===== config.mk =====
export PLATFORM = sky130hd
export DESIGN_NAME = ps2_host_tx_flat
export DESIGN_NICKNAME = d
export VERILOG_FILES = /design/src/rtl/ps2_host_tx_if.sv /design/src/rtl/ps2_host_tx.sv /design/src/flat_wrapper.sv
export SDC_FILE = /design/constraint.sdc
export NUM_CORES = 1
export LEC_CHECK = 0
export ABC_AREA = 1
export CAP_MARGIN = 20
export CORE_MARGIN = 4
export CORE_UTILIZATION = 60
export DETAILED_ROUTE_END_ITERATION = 12
export PLACE_DENSITY = 0.8
export SLEW_MARGIN = 10
export SYNTH_ARGS = -nofsm -noshare
export SYNTH_HDL_FRONTEND = slang
export SYNTH_SLANG_ARGS = --single-unit

===== constraint.sdc =====
create_clock -name SampleCLK -period 3.9 [get_ports SampleCLK]
set_input_delay 1.17 -clock SampleCLK [delete_from_list [all_inputs] [get_ports SampleCLK]]
set_output_delay 1.17 -clock SampleCLK [all_outputs]
set_load 0.05 [all_outputs]

===== src/rtl/ps2_host_tx_if.sv =====
// Host-side PS/2 transmit bundle: command handshake plus the open-drain pin levels and drives.
// master = environment (command source and pins), slave = the transmitter.
interface ps2_host_tx_if;
    logic [7:0] TxData;
    logic       TxStart;
    logic       Ready;
    logic       Done;
    logic       Error;
    logic       InCLK;
    logic       InData;
    logic       ClkDriveLow;
    logic       DataDriveLow;

    modport master (
        output TxData, TxStart, InCLK, InData,
        input  Ready, Done, Error, ClkDriveLow, DataDriveLow
    );

    modport slave (
        input  TxData, TxStart, InCLK, InData,
        output Ready, Done, Error, ClkDriveLow, DataDriveLow
    );
endinterface


===== src/rtl/ps2_host_tx.sv =====
// PS/2 host-to-device command transmitter: inhibit, request-to-send, 11-bit odd-parity frame,
// device acknowledge, with a single shared down-counter for the inhibit and abort timers.
//
// state    | meaning
// IDLE     | ready for a command byte
// INHIBIT  | clock held low; data pulled low in the last cycle
// RTS      | clock released, start bit on data, waiting for first device clock
// BITS     | shifting data, parity and stop out on falling clocks
// ACK      | data released, waiting for the device acknowledge clock
// WAITIDLE | waiting for both lines to return high
module ps2_host_tx #(
    parameter int unsigned INHIBIT_CYCLES = 5000,
    parameter int unsigned TIMEOUT_CYCLES = 1000000
) (
    input logic          SampleCLK,
    input logic          RST_N,
    ps2_host_tx_if.slave bus
);
    localparam int unsigned CNT_MAX = (INHIBIT_CYCLES > TIMEOUT_CYCLES) ? INHIBIT_CYCLES : TIMEOUT_CYCLES;
    localparam int unsigned CW      = $clog2(CNT_MAX + 1);

    typedef enum logic [2:0] {
        S_IDLE, S_INHIBIT, S_RTS, S_BITS, S_ACK, S_WAITIDLE
    } state_t;

    state_t        state_q;
    logic [CW-1:0] cnt_q;
    logic [9:0]    sr_q;
    logic [3:0]    bit_cnt_q;
    logic          clk_meta_q, clk_sync_q, clk_prev_q;
    logic          dat_meta_q, dat_sync_q;
    logic          clk_low_q, data_low_q;
    logic          ready_q, done_q, error_q;

    logic fall;
    logic timed_out;

    assign fall      = clk_prev_q & ~clk_sync_q;
    assign timed_out = (state_q inside {S_RTS, S_BITS, S_ACK, S_WAITIDLE}) && (cnt_q == '0);

    always_ff @(posedge SampleCLK or negedge RST_N) begin
        if (!RST_N) begin
            state_q    <= S_IDLE;
            cnt_q      <= '0;
            sr_q       <= '1;
            bit_cnt_q  <= '0;
            clk_meta_q <= 1'b1;
            clk_sync_q <= 1'b1;
            clk_prev_q <= 1'b1;
            dat_meta_q <= 1'b1;
            dat_sync_q <= 1'b1;
            clk_low_q  <= 1'b0;
            data_low_q <= 1'b0;
            ready_q    <= 1'b1;
            done_q     <= 1'b0;
            error_q    <= 1'b0;
        end else begin
            clk_meta_q <= bus.InCLK;
            clk_sync_q <= clk_meta_q;
            clk_prev_q <= clk_sync_q;
            dat_meta_q <= bus.InData;
            dat_sync_q <= dat_meta_q;
            done_q     <= 1'b0;
            error_q    <= 1'b0;

            if (timed_out) begin
                clk_low_q  <= 1'b0;
                data_low_q <= 1'b0;
                error_q    <= 1'b1;
                ready_q    <= 1'b1;
                state_q    <= S_IDLE;
            end else begin
                case (state_q)
                    S_IDLE: begin
                        if (bus.TxStart) begin
                            sr_q       <= {1'b1, ~^bus.TxData, bus.TxData};
                            cnt_q      <= CW'(INHIBIT_CYCLES - 1);
                            clk_low_q  <= 1'b1;
                            // a one-cycle inhibit is its own final cycle
                            data_low_q <= (INHIBIT_CYCLES == 1);
                            ready_q    <= 1'b0;
                            state_q    <= S_INHIBIT;
                        end
                    end
                    S_INHIBIT: begin
                        if (cnt_q == '0) begin
                            clk_low_q  <= 1'b0;
                            data_low_q <= 1'b1;
                            cnt_q      <= CW'(TIMEOUT_CYCLES - 1);
                            bit_cnt_q  <= '0;
                            state_q    <= S_RTS;
                        end else begin
                            cnt_q <= cnt_q - 1'b1;
                            if (cnt_q == CW'(1)) data_low_q <= 1'b1;
                        end
                    end
                    S_RTS: begin
                        cnt_q <= cnt_q - 1'b1;
                        if (fall) begin
                            data_low_q <= ~sr_q[0];
                            sr_q       <= {1'b1, sr_q[9:1]};
                            bit_cnt_q  <= 4'd1;
                            state_q    <= S_BITS;
                        end
                    end
                    S_BITS: begin
                        cnt_q <= cnt_q - 1'b1;
                        if (fall) begin
                            data_low_q <= ~sr_q[0];
                            sr_q       <= {1'b1, sr_q[9:1]};
                            // tenth fall puts the stop bit (released line) out
                            if (bit_cnt_q == 4'd9) state_q <= S_ACK;
                            else                   bit_cnt_q <= bit_cnt_q + 4'd1;
                        end
                    end
                    S_ACK: begin
                        cnt_q      <= cnt_q - 1'b1;
                        data_low_q <= 1'b0;
                        if (fall) begin
                            if (!dat_sync_q) begin
                                state_q <= S_WAITIDLE;
                            end else begin
                                error_q <= 1'b1;
                                ready_q <= 1'b1;
                                state_q <= S_IDLE;
                            end
                        end
                    end
                    S_WAITIDLE: begin
                        cnt_q <= cnt_q - 1'b1;
                        if (clk_sync_q && dat_sync_q) begin
                            done_q  <= 1'b1;
                            ready_q <= 1'b1;
                            state_q <= S_IDLE;
                        end
                    end
                    default: state_q <= S_IDLE;
                endcase
            end
        end
    end

    assign bus.Ready        = ready_q;
    assign bus.Done         = done_q;
    assign bus.Error        = error_q;
    assign bus.ClkDriveLow  = clk_low_q;
    assign bus.DataDriveLow = data_low_q;
endmodule


===== src/flat_wrapper.sv =====
// flat-port wrapper written by rule: the top's interface ports become plain ports
module ps2_host_tx_flat 
#(
    parameter int unsigned INHIBIT_CYCLES = 5000,
    parameter int unsigned TIMEOUT_CYCLES = 1000000
)
  (SampleCLK, RST_N, bus_TxData, bus_TxStart, bus_InCLK, bus_InData, bus_Ready, bus_Done, bus_Error, bus_ClkDriveLow, bus_DataDriveLow);
  ps2_host_tx_if bus_i ();
  input logic SampleCLK;
  input logic RST_N;
  input wire logic [$bits(bus_i.TxData)-1:0] bus_TxData;
  input wire logic [$bits(bus_i.TxStart)-1:0] bus_TxStart;
  input wire logic [$bits(bus_i.InCLK)-1:0] bus_InCLK;
  input wire logic [$bits(bus_i.InData)-1:0] bus_InData;
  output wire logic [$bits(bus_i.Ready)-1:0] bus_Ready;
  output wire logic [$bits(bus_i.Done)-1:0] bus_Done;
  output wire logic [$bits(bus_i.Error)-1:0] bus_Error;
  output wire logic [$bits(bus_i.ClkDriveLow)-1:0] bus_ClkDriveLow;
  output wire logic [$bits(bus_i.DataDriveLow)-1:0] bus_DataDriveLow;
  assign bus_i.TxData = bus_TxData;
  assign bus_i.TxStart = bus_TxStart;
  assign bus_i.InCLK = bus_InCLK;
  assign bus_i.InData = bus_InData;
  assign bus_Ready = bus_i.Ready;
  assign bus_Done = bus_i.Done;
  assign bus_Error = bus_i.Error;
  assign bus_ClkDriveLow = bus_i.ClkDriveLow;
  assign bus_DataDriveLow = bus_i.DataDriveLow;
  ps2_host_tx #(.INHIBIT_CYCLES(INHIBIT_CYCLES), .TIMEOUT_CYCLES(TIMEOUT_CYCLES)) u_core (.SampleCLK(SampleCLK), .RST_N(RST_N), .bus(bus_i));
endmodule

**Word level (Yosys, flattened, before mapping)**

Index checks and enable logic that the tools add are counted.

- Flip-flop bits (word level): 47
- Output and inout port bits: 5
- Logic and storage cells: 107

- $add $sub $neg: 2
- Eq/ne operators: 23
- Muxes and demuxes: 43
- Bitwise operators: 4
- Reduce and logical (&&, ||, !) cells: 21

Operator list:

| kind | number |
|---|---|
| 20-bit case mux with 3 select lines | 1 |
| 20-bit 2-to-1 mux | 2 |
| 3-bit 2-to-1 mux | 9 |
| 20-bit by 1-bit == test with 1-bit output (second input constant) | 1 |
| 20-bit logical NOT | 1 |
| 10-bit 2-to-1 mux | 2 |
| 10-bit case mux with 2 select lines | 1 |
| 20-bit by 1-bit subtractor with 20-bit output (second input constant) | 1 |
| 1-bit 2-to-1 mux | 19 |
| 3-bit by 1-bit inequality test with 1-bit output (second input constant) | 6 |
| 3-bit case mux with 6 select lines | 1 |
| 4-bit 2-to-1 mux | 4 |
| 4-bit case mux with 3 select lines | 1 |
| 3-bit by 2-bit inequality test with 1-bit output (second input constant) | 3 |
| 3-bit nonzero test | 3 |
| 2-bit by 1-bit inequality test with 1-bit output (second input constant) | 4 |
| 4-bit AND reduction | 2 |
| 4-bit nonzero test | 2 |
| 8-bit XNOR reduction | 1 |
| 7-bit AND reduction | 1 |
| 3-bit by 2-bit == test with 1-bit output (second input constant) | 2 |
| 3-bit == test (second input constant) | 2 |
| 3-bit AND reduction | 2 |
| 6-bit AND reduction | 1 |
| 17 further kinds | 21 |

**Depth between registers and ports, before layout**

Gate-level depths: netlist of run 1.

- Word-level depth: 5
- Depth in mapped cells: 11
- Gate-level depth less buffers: 11

**Worst setup path after synthesis of run 1**

Ideal clock, no wire load.

- Kind: in2reg
- Start point: input bus_TxStart
- End point: register u_core.cnt_q[4]
- Library setup time: 0.123 ns
- Arrival: 1.865 ns
- Slack: 1.911 ns
- Stages on the path: 9
- Cells stage by stage: nor2_2 inv_2 nand2_4 inv_2 nand2_2 nor2_2 buf_6 o21ai_1 o21ai_1

- Longest elaborated chain between the ends: 2

Ends and longest elaborated chain:

| item | RTL line | source |
|---|---|---|
| start, declared | flat_wrapper.sv:12 | `input wire logic [$bits(bus_i.TxStart)-1:0] bus_TxStart;` |
| 2-bit inequality test (no line) | - |  |
| 3-bit AND reduction (no line) | - |  |
| end signal, assigned | ps2_host_tx.sv:77 | `cnt_q <= CW'(INHIBIT_CYCLES - 1);` |
| end signal, assigned | ps2_host_tx.sv:89 | `cnt_q <= CW'(TIMEOUT_CYCLES - 1);` |
| end signal, assigned | ps2_host_tx.sv:93 | `cnt_q <= cnt_q - 1'b1;` |
| end, declared | ps2_host_tx.sv:27 | `logic [CW-1:0] cnt_q;` |

Every way passes these cells.
A chain may end at the register's enable or synchronous reset.

**Worst setup path in the final report of run 1**

- Start point: register u_core.ready_q (netlist: u_core.bus.Ready)
- End point: output bus_Ready

RTL lines:

| item | RTL line | source |
|---|---|---|
| start, declared | ps2_host_tx.sv:33 | `logic ready_q, done_q, error_q;` |
| start signal, assigned | ps2_host_tx.sv:54 | `ready_q <= 1'b1;` |
| start signal, assigned | ps2_host_tx.sv:70 | `ready_q <= 1'b1;` |
| start signal, assigned | ps2_host_tx.sv:81 | `ready_q <= 1'b0;` |
| end, declared | flat_wrapper.sv:15 | `output wire logic [$bits(bus_i.Ready)-1:0] bus_Ready;` |

No word-level cell between the ends.

==> results of run 1 <==
state kept, by name, summed over array words and instances, names as in the netlist, 3 cells and up:
name / cells
u_core.bit_cnt_q: 4
u_core.cnt_q: 20
u_core.sr_q: 9
u_core.state_q: 3
placed cells by master (no fill, tap or decap), types with 3 or more instances in the layout:
cell type,n
or2_2,4
nor2_2,7
inv_2,5
mux2i_1,8
nor2_1,43
a21oi_1,8
ha_1,5
nand3_1,28
o21ai_0,5
nor2_8,3
nand2_2,4
nand2_1,98
dfstp_2,15
xnor2_1,5
inv_1,45
nand4_1,6
xor2_1,8
clkdlybuf4s50_1,16
dfrtp_1,31
clkbuf_8,5
o21ai_1,29
nand3_2,3
inv_6,3
routing by layer:
layer  part of all wire  global-route usage  routed length, µm  up-vias
met4              0.019              0.0822                114        0
li1                   -                   -                  -     1274
met3              0.042              0.0459                258       11
met1               0.47               0.290               2900     1152
met2               0.47               0.348               2860       41
met5                  0                   0                  0        -
final timing paths:
| kind | depth (start not counted) | start | endpoint | slack, ps |
|---|---|---|---|---|
| worst max register to register | 8 | u_core.state_q[2]$_DFFE_PN0P_ | u_core.cnt_q[14]$_DFFE_PN0P_ | 1750 |
| worst min register to register | 0 | u_core.clk_meta_q$_DFF_PN1_ | u_core.clk_sync_q$_DFF_PN1_ | 360 |
| min in group asynchronous | 1 | RST_N | u_core.cnt_q[10]$_DFFE_PN0P_ | 710 |
| worst max-delay path | 1 | u_core.bus.Ready$_DFFE_PN1P_ | bus_Ready | 1090 |
| worst min-delay path | 0 | u_core.clk_meta_q$_DFF_PN1_ | u_core.clk_sync_q$_DFF_PN1_ | 360 |
| max in group asynchronous | 2 | RST_N | u_core.sr_q[1]$_DFFE_PN1P_ | 2660 |
layout make-up:
class	count	area (µm²)	area share
flip-flops and latches	46	1170	0.357
inverters	51	193	0.0588
clock buffers	5	68.8	0.0210
repair buffers	18	185	0.0565
well taps	67	83.8	0.0256
clock inverters	3	26.3	0.00802
multi-input cells	282	1550	0.473
metrics by stage:
step / hold WS, ps / setup WS (ps)
CTS: 364 / 1060
global route: 371 / 1050
finish: 362 / 1090
floorplan: 345 / 1910
detailed placement: 349 / 1090
global placement: 346 / 1120
power breakdown:
part           switching [mW]  internal, mW
combinational           0.723         0.369
clock                   0.183         0.133
sequential              0.110         0.646
total                    1.02          1.15
cell families (layout without fill, tap and decap cells):
logic type	after synthesis	in the layout	synth area share
muxes	8	8	0.0271
buffers and inverters	56	77	0.0807
xor gates and xnor gates	13	13	0.0385
DFF	46	46	0.395
adders and majority gates	5	5	0.0211
AOI/OAI and AO/OA	52	52	0.0997
and+or+nand+nor	204	204	0.338
==> qor.csv, run 1 <==
stage,metric,value,unit
run_status,outcome,finished clean,
sta,worst_slew_pin_slew,558,ps
critical_path,slowest_stage,clkdlybuf4s50_1,
placed_design,place_inst,463,
critical_path,worstSetupPathType,reg2out,
cts,cts_tree,done,
final_layout,utilization,0.689,
logic_synthesis,ys.flop_type,dfrtp_1,
final_layout,finalInstanceArea,3280,µm²
critical_path,crit_buf_inv,1,
sta,hold_viol,0,
logic_synthesis,synth_fp_nets,402,
logic_synthesis,netlist_instances,384,
power,ir_drop,342,µV
cts,clkLatencyLatePin,310,ps
final_layout,layoutNonFillerInstCount,472,
placed_design,gp_congestion,0.897,
power,power.leakage,1.63,nW
sta,setup-tns-final,0,ps
floorplanning,rows,25,
cts,clock-sinks,46,
logic_synthesis,synthArstFlopShare,1.00,
critical_path,max_stage_delay,800,ps
logic_synthesis,seq_area_frac_synth,0.395,
sta,setup_viol,0,
drt,drc_errors,0,
logic_synthesis,synthDominantCellAreaShare,0.262,
final_layout,layout-drive-gt1-share,0.148,
drt,antenna_left,0,
critical_path,path_max_fanout,2,
sta,layout_min_cycle_time,2810,ps
drt,detail_route.wl_per_cell,13.0,µm
logic_synthesis,synth_warnings,0,
placed_design,dp_hpwl,4530,µm
cts,root_buffer,clkbuf_8,
cts,cts-resized-gates,0,
logic_synthesis,synth_top_cell_by_area,dfrtp_1,
drt,drtIter0Drc,182,
critical_path,critical_path.cell_chain,clkdlybuf4s50_1,
sta,slew_headroom,0.628,
power,p_per_area,660,nW/µm²
floorplanning,die_h,78.2,µm
cts,cts_made_buffers,5,
logic_synthesis,yosysMostFrequentCell,nand2_1,
floorplanning,core-area,4750,µm²
floorplanning,num_io_pins,18,
floorplanning,fp.dieW,78.2,µm
global_routing,grt_pass1_vias,2368,
drt,dr.pass1.iters,4,
critical_path,cp_top_family,buffers and inverters,
logic_synthesis,synth_edf_count,0,
final_layout,antenna_cells,0,
global_routing,grt_overflow,0,
critical_path,arrival,1640,ps
cts,cts_hold_buf,0,
critical_path,cp_data_required_time,2730,ps
placed_design,io_buffer_count,17,
global_routing,grt_usage,0.217,
logic_synthesis,synth.area.top_cells,"dfrtp_1 (26%), dfstp_2 (13%), nand2_1 (12%), inv_1 (5.7%), nor2_1 (5.5%)",
cts,clockBufferDepth,2,
sta,slew_viol_final,0,
cts,post_cts_buffers,0,
critical_path,cp-start-kind,flip-flop,
power,power,2.16,mW
logic_synthesis,ys_ff_latch,46,
drt,vias_per_cell,5.25,
cts,htreeDepth,2,
logic_synthesis,ys_top_cells_by_count,"nand2_1 (98), inv_1 (45), nor2_1 (43), dfrtp_1 (31), o21ai_1 (29)",
final_layout,fillers,430,
final_layout,syn2layout_area_growth,10.7,%
placed_design,post_dp_cell_area,3160,µm²
floorplanning,initial_core_util,0.623,
sta,fmax,0.355,GHz
sta,fin_skew,8.36,ps
min_path,hp-class,reg2reg,
logic_synthesis,synth_area,2960,µm²
global_routing,grt_start_max_net_pins,47,
flow_run,cap_violations,0,
global_routing,antenna_found_initial,0,
final_layout,nNetsFinal,422,
logic_synthesis,avgSynthCellArea,7.71,µm²
sta,rsz0062_at_grt,false,
global_routing,grt_pass1_wl,10600,µm
drt,vias,2478,
sta,layout_worst_path_cycle_share,0.722,
drt,wirelength,6130,µm
cts,clk_pin_slew,100,ps
logic_synthesis,ys_types,36,
critical_path,crit_path_end_kind,output pin,
floorplanning,dieArea,6120,µm²
Note: power is estimated with default switching activity, not from simulation.
==> run 2: changes to the inputs <==
--- a/config.mk
+++ b/config.mk
@@ -8,9 +8,9 @@
 export ABC_AREA = 1
 export CAP_MARGIN = 20
 export CORE_MARGIN = 4
-export CORE_UTILIZATION = 60
+export CORE_UTILIZATION = 54
 export DETAILED_ROUTE_END_ITERATION = 12
-export PLACE_DENSITY = 0.8
+export PLACE_DENSITY = 0.76
 export SLEW_MARGIN = 10
 export SYNTH_ARGS = -nofsm -noshare
 export SYNTH_HDL_FRONTEND = slang
==> constraint.sdc (replaced) <==
create_clock -name SampleCLK -period 2.5 [get_ports SampleCLK]
set_input_delay 0.75 -clock SampleCLK [delete_from_list [all_inputs] [get_ports SampleCLK]]
set_output_delay 0.75 -clock SampleCLK [all_outputs]
set_load 0.05 [all_outputs]
==> run 2 against run 1 <==
Compared with the run above:
- via count is 0.61% higher
- cell area is 1.3% higher
- largest cell class unchanged
- clock skew is 1.3 ps lower
- flip-flop and latch count stayed put
==> qor.csv, run 2 (same netlist as run 1, synthesis figures left out) <==
stage,metric,value,unit,change
global_routing,grt_usage,0.200,,was 0.217
final_layout,largest_reg_flops,20,,unchanged
drt,drc_errors,0,,unchanged
floorplanning,rows,26,,was 25
cts,cts-resized-gates,0,,unchanged
sta,slew_headroom,0.651,,was 0.628
global_routing,grt_overflow,0,,unchanged
critical_path,crit_path_end_kind,output pin,,unchanged
critical_path,path_max_fanout,2,,unchanged
critical_path,r2r_setup_slack,550,ps,was 1750 ps
critical_path,endpoint,bus_Ready,,unchanged
final_layout,final_common_cell,nand2_1,,unchanged
critical_path,cp-start-kind,flip-flop,,unchanged
floorplanning,dieArea,6730,µm²,was 6120 µm²
floorplanning,core-area,5200,µm²,was 4750 µm²
drt,antenna_left,0,,unchanged
critical_path,max_stage_delay,790,ps,was 800 ps
cts,clk_pin_slew,90,ps,was 100 ps
critical_path,worstSetupPathType,reg2out,,unchanged
final_layout,layout-drive-gt1-share,0.150,,was 0.148
sta,worst_slew_pin_slew,523,ps,was 558 ps
min_path,hp-class,reg2reg,,unchanged
critical_path,cp_top_family,buffers and inverters,,unchanged
drt,drtIter0Drc,178,,was 182
cts,clkLatencyLatePin,300,ps,was 310 ps
critical_path,startpoint,u_core.bus.Ready$_DFFE_PN1P_,,unchanged
drt,dr.pass1.iters,4,,unchanged
run_status,outcome,finished clean,,unchanged
cts,cts_made_buffers,5,,unchanged
drt,vias_per_cell,5.24,,was 5.25
critical_path,arrival,1630,ps,was 1640 ps
sta,layout_worst_path_cycle_share,0.953,,
critical_path,path_depth,1,,unchanged
cts,htreeDepth,2,,unchanged
final_layout,syn2layout_area_growth,12.2,%,was 10.7%
sta,slew_viol_final,0,,unchanged
final_layout,top_register,u_core.cnt_q,,unchanged
cts,clock-sinks,46,,unchanged
cts,post_cts_buffers,0,,unchanged
critical_path,r2r_end,u_core.cnt_q[10]$_DFFE_PN0P_,,was u_core.cnt_q[14]$_DFFE_PN0P_
critical_path,critical_path.cell_chain,clkdlybuf4s50_1,,unchanged
sta,rsz0062_at_grt,false,,unchanged
placed_design,gp_congestion,0.926,,was 0.897
power,p_per_area,1050,nW/µm²,was 660 nW/µm²
final_layout,largestRegisters,"u_core.cnt_q x20, u_core.sr_q x9, u_core.bit_cnt_q x4",,unchanged
critical_path,slowest_stage,clkdlybuf4s50_1,,unchanged
floorplanning,die_h,82.0,µm,was 78.2 µm
placed_design,dp_hpwl,4580,µm,was 4530 µm
cts,clockBufferDepth,2,,unchanged
critical_path,r2r_cells,9,,was 8
drt,detail_route.wl_per_cell,12.7,µm,was 13.0 µm
sta,setup-tns-final,0,ps,unchanged
final_layout,final_cell_mix,"nand2_1 (98), inv_1 (45), nor2_1 (43)",,unchanged
floorplanning,fp.dieW,82.0,µm,was 78.2 µm
power,power.leakage,1.65,nW,was 1.63 nW
critical_path,crit_buf_inv,1,,unchanged
placed_design,io_buffer_count,17,,unchanged
global_routing,grt_pass1_wl,10400,µm,was 10600 µm
global_routing,antenna_found_initial,0,,unchanged
final_layout,nNetsFinal,423,,was 422
sta,hold_viol,0,,unchanged
floorplanning,num_io_pins,18,,unchanged
drt,wirelength,6040,µm,was 6130 µm
sta,setup_viol,0,,unchanged
sta,fmax,0.420,GHz,
critical_path,cp_data_required_time,1750,ps,was 2730 ps
drt,vias,2493,,was 2478
power,ir_drop,619,µV,was 342 µV
flow_run,cap_violations,0,,unchanged
cts,root_buffer,clkbuf_8,,unchanged
cts,cts_hold_buf,0,,unchanged
global_routing,grt_start_max_net_pins,26,,was 47
global_routing,grt_pass1_vias,2299,,was 2368
final_layout,fillers,457,,was 430
critical_path,r2r_start,u_core.state_q[2]$_DFFE_PN0P_,,unchanged
cts,cts_tree,done,,unchanged
sta,layout_min_cycle_time,2380,ps,
sta,fin_skew,7.04,ps,was 8.36 ps
final_layout,antenna_cells,0,,unchanged
sta,whs,365,ps,was 362 ps
floorplanning,initial_core_util,0.569,,was 0.623
-- run 2: per-stage QoR --
| step | worst slack [ps] | total power, mW | cells | util | instance area [µm²] |
|---|---|---|---|---|---|
| final | 117 | 3.48 | 476 | 0.638 | 3320 |
| after global routing | 86.5 | 3.77 | 476 | 0.638 | 3320 |
| after CTS | 103 | 3.50 | 476 | 0.638 | 3320 |
| after detailed placement | 303 | 2.91 | 468 | 0.614 | 3190 |
| after global placement | 338 | 2.85 | 468 | 0.614 | 3190 |
| after floorplan | 892 | 2.58 | 384 | - | 2960 |
-- run 2: cell type report --
class,count,area [µm²],area share
well taps,70,87.6,0.0264
repair buffers,19,193,0.0580
multi-input cells,282,1550,0.467
inverters,51,193,0.0580
clock inverters,1,8.76,0.00264
flip-flops and latches,46,1170,0.352
clock buffers,7,119,0.0358
-- run 2: worst min path at each step --
stage | from | endpoint | slack (ps) | cells after the start
after global routing | u_core.dat_meta_q$_DFF_PN1_ | u_core.dat_sync_q$_DFF_PN1_ | 370 | 0
after global placement | u_core.dat_meta_q$_DFF_PN1_ | u_core.dat_sync_q$_DFF_PN1_ | 350 | 0
after floorplan | u_core.clk_meta_q$_DFF_PN1_ | u_core.clk_sync_q$_DFF_PN1_ | 350 | 0
final | u_core.dat_meta_q$_DFF_PN1_ | u_core.dat_sync_q$_DFF_PN1_ | 360 | 0
after CTS | u_core.dat_meta_q$_DFF_PN1_ | u_core.dat_sync_q$_DFF_PN1_ | 360 | 0
after detailed placement | u_core.dat_meta_q$_DFF_PN1_ | u_core.dat_sync_q$_DFF_PN1_ | 350 | 0
-- run 2: where the power goes --
part / total (mW) / internal, mW / switching, mW
registers: 1.18 / 1.01 / 0.176
logic: 1.71 / 0.590 / 1.12
clock network: 0.583 / 0.320 / 0.262
total: 3.48 / 1.92 / 1.56
-- run 2: metal layers --
layer	track usage	wire, µm	vias up
met3	0.0417	244	4
li1	-	-	1273
met5	0	0	-
met4	0.0399	35	0
met2	0.325	2830	41
met1	0.275	2930	1175
==> run 3: changes to the inputs <==
--- a/config.mk
+++ b/config.mk
@@ -10,6 +10,7 @@
 export CORE_MARGIN = 4
 export CORE_UTILIZATION = 54
 export DETAILED_ROUTE_END_ITERATION = 12
+export HOLD_SLACK_MARGIN = 0.06
 export PLACE_DENSITY = 0.76
 export SLEW_MARGIN = 10
 export SYNTH_ARGS = -nofsm -noshare
==> results of run 3 <==
The final DEF is identical to that of run 2; final timing and power are the same.
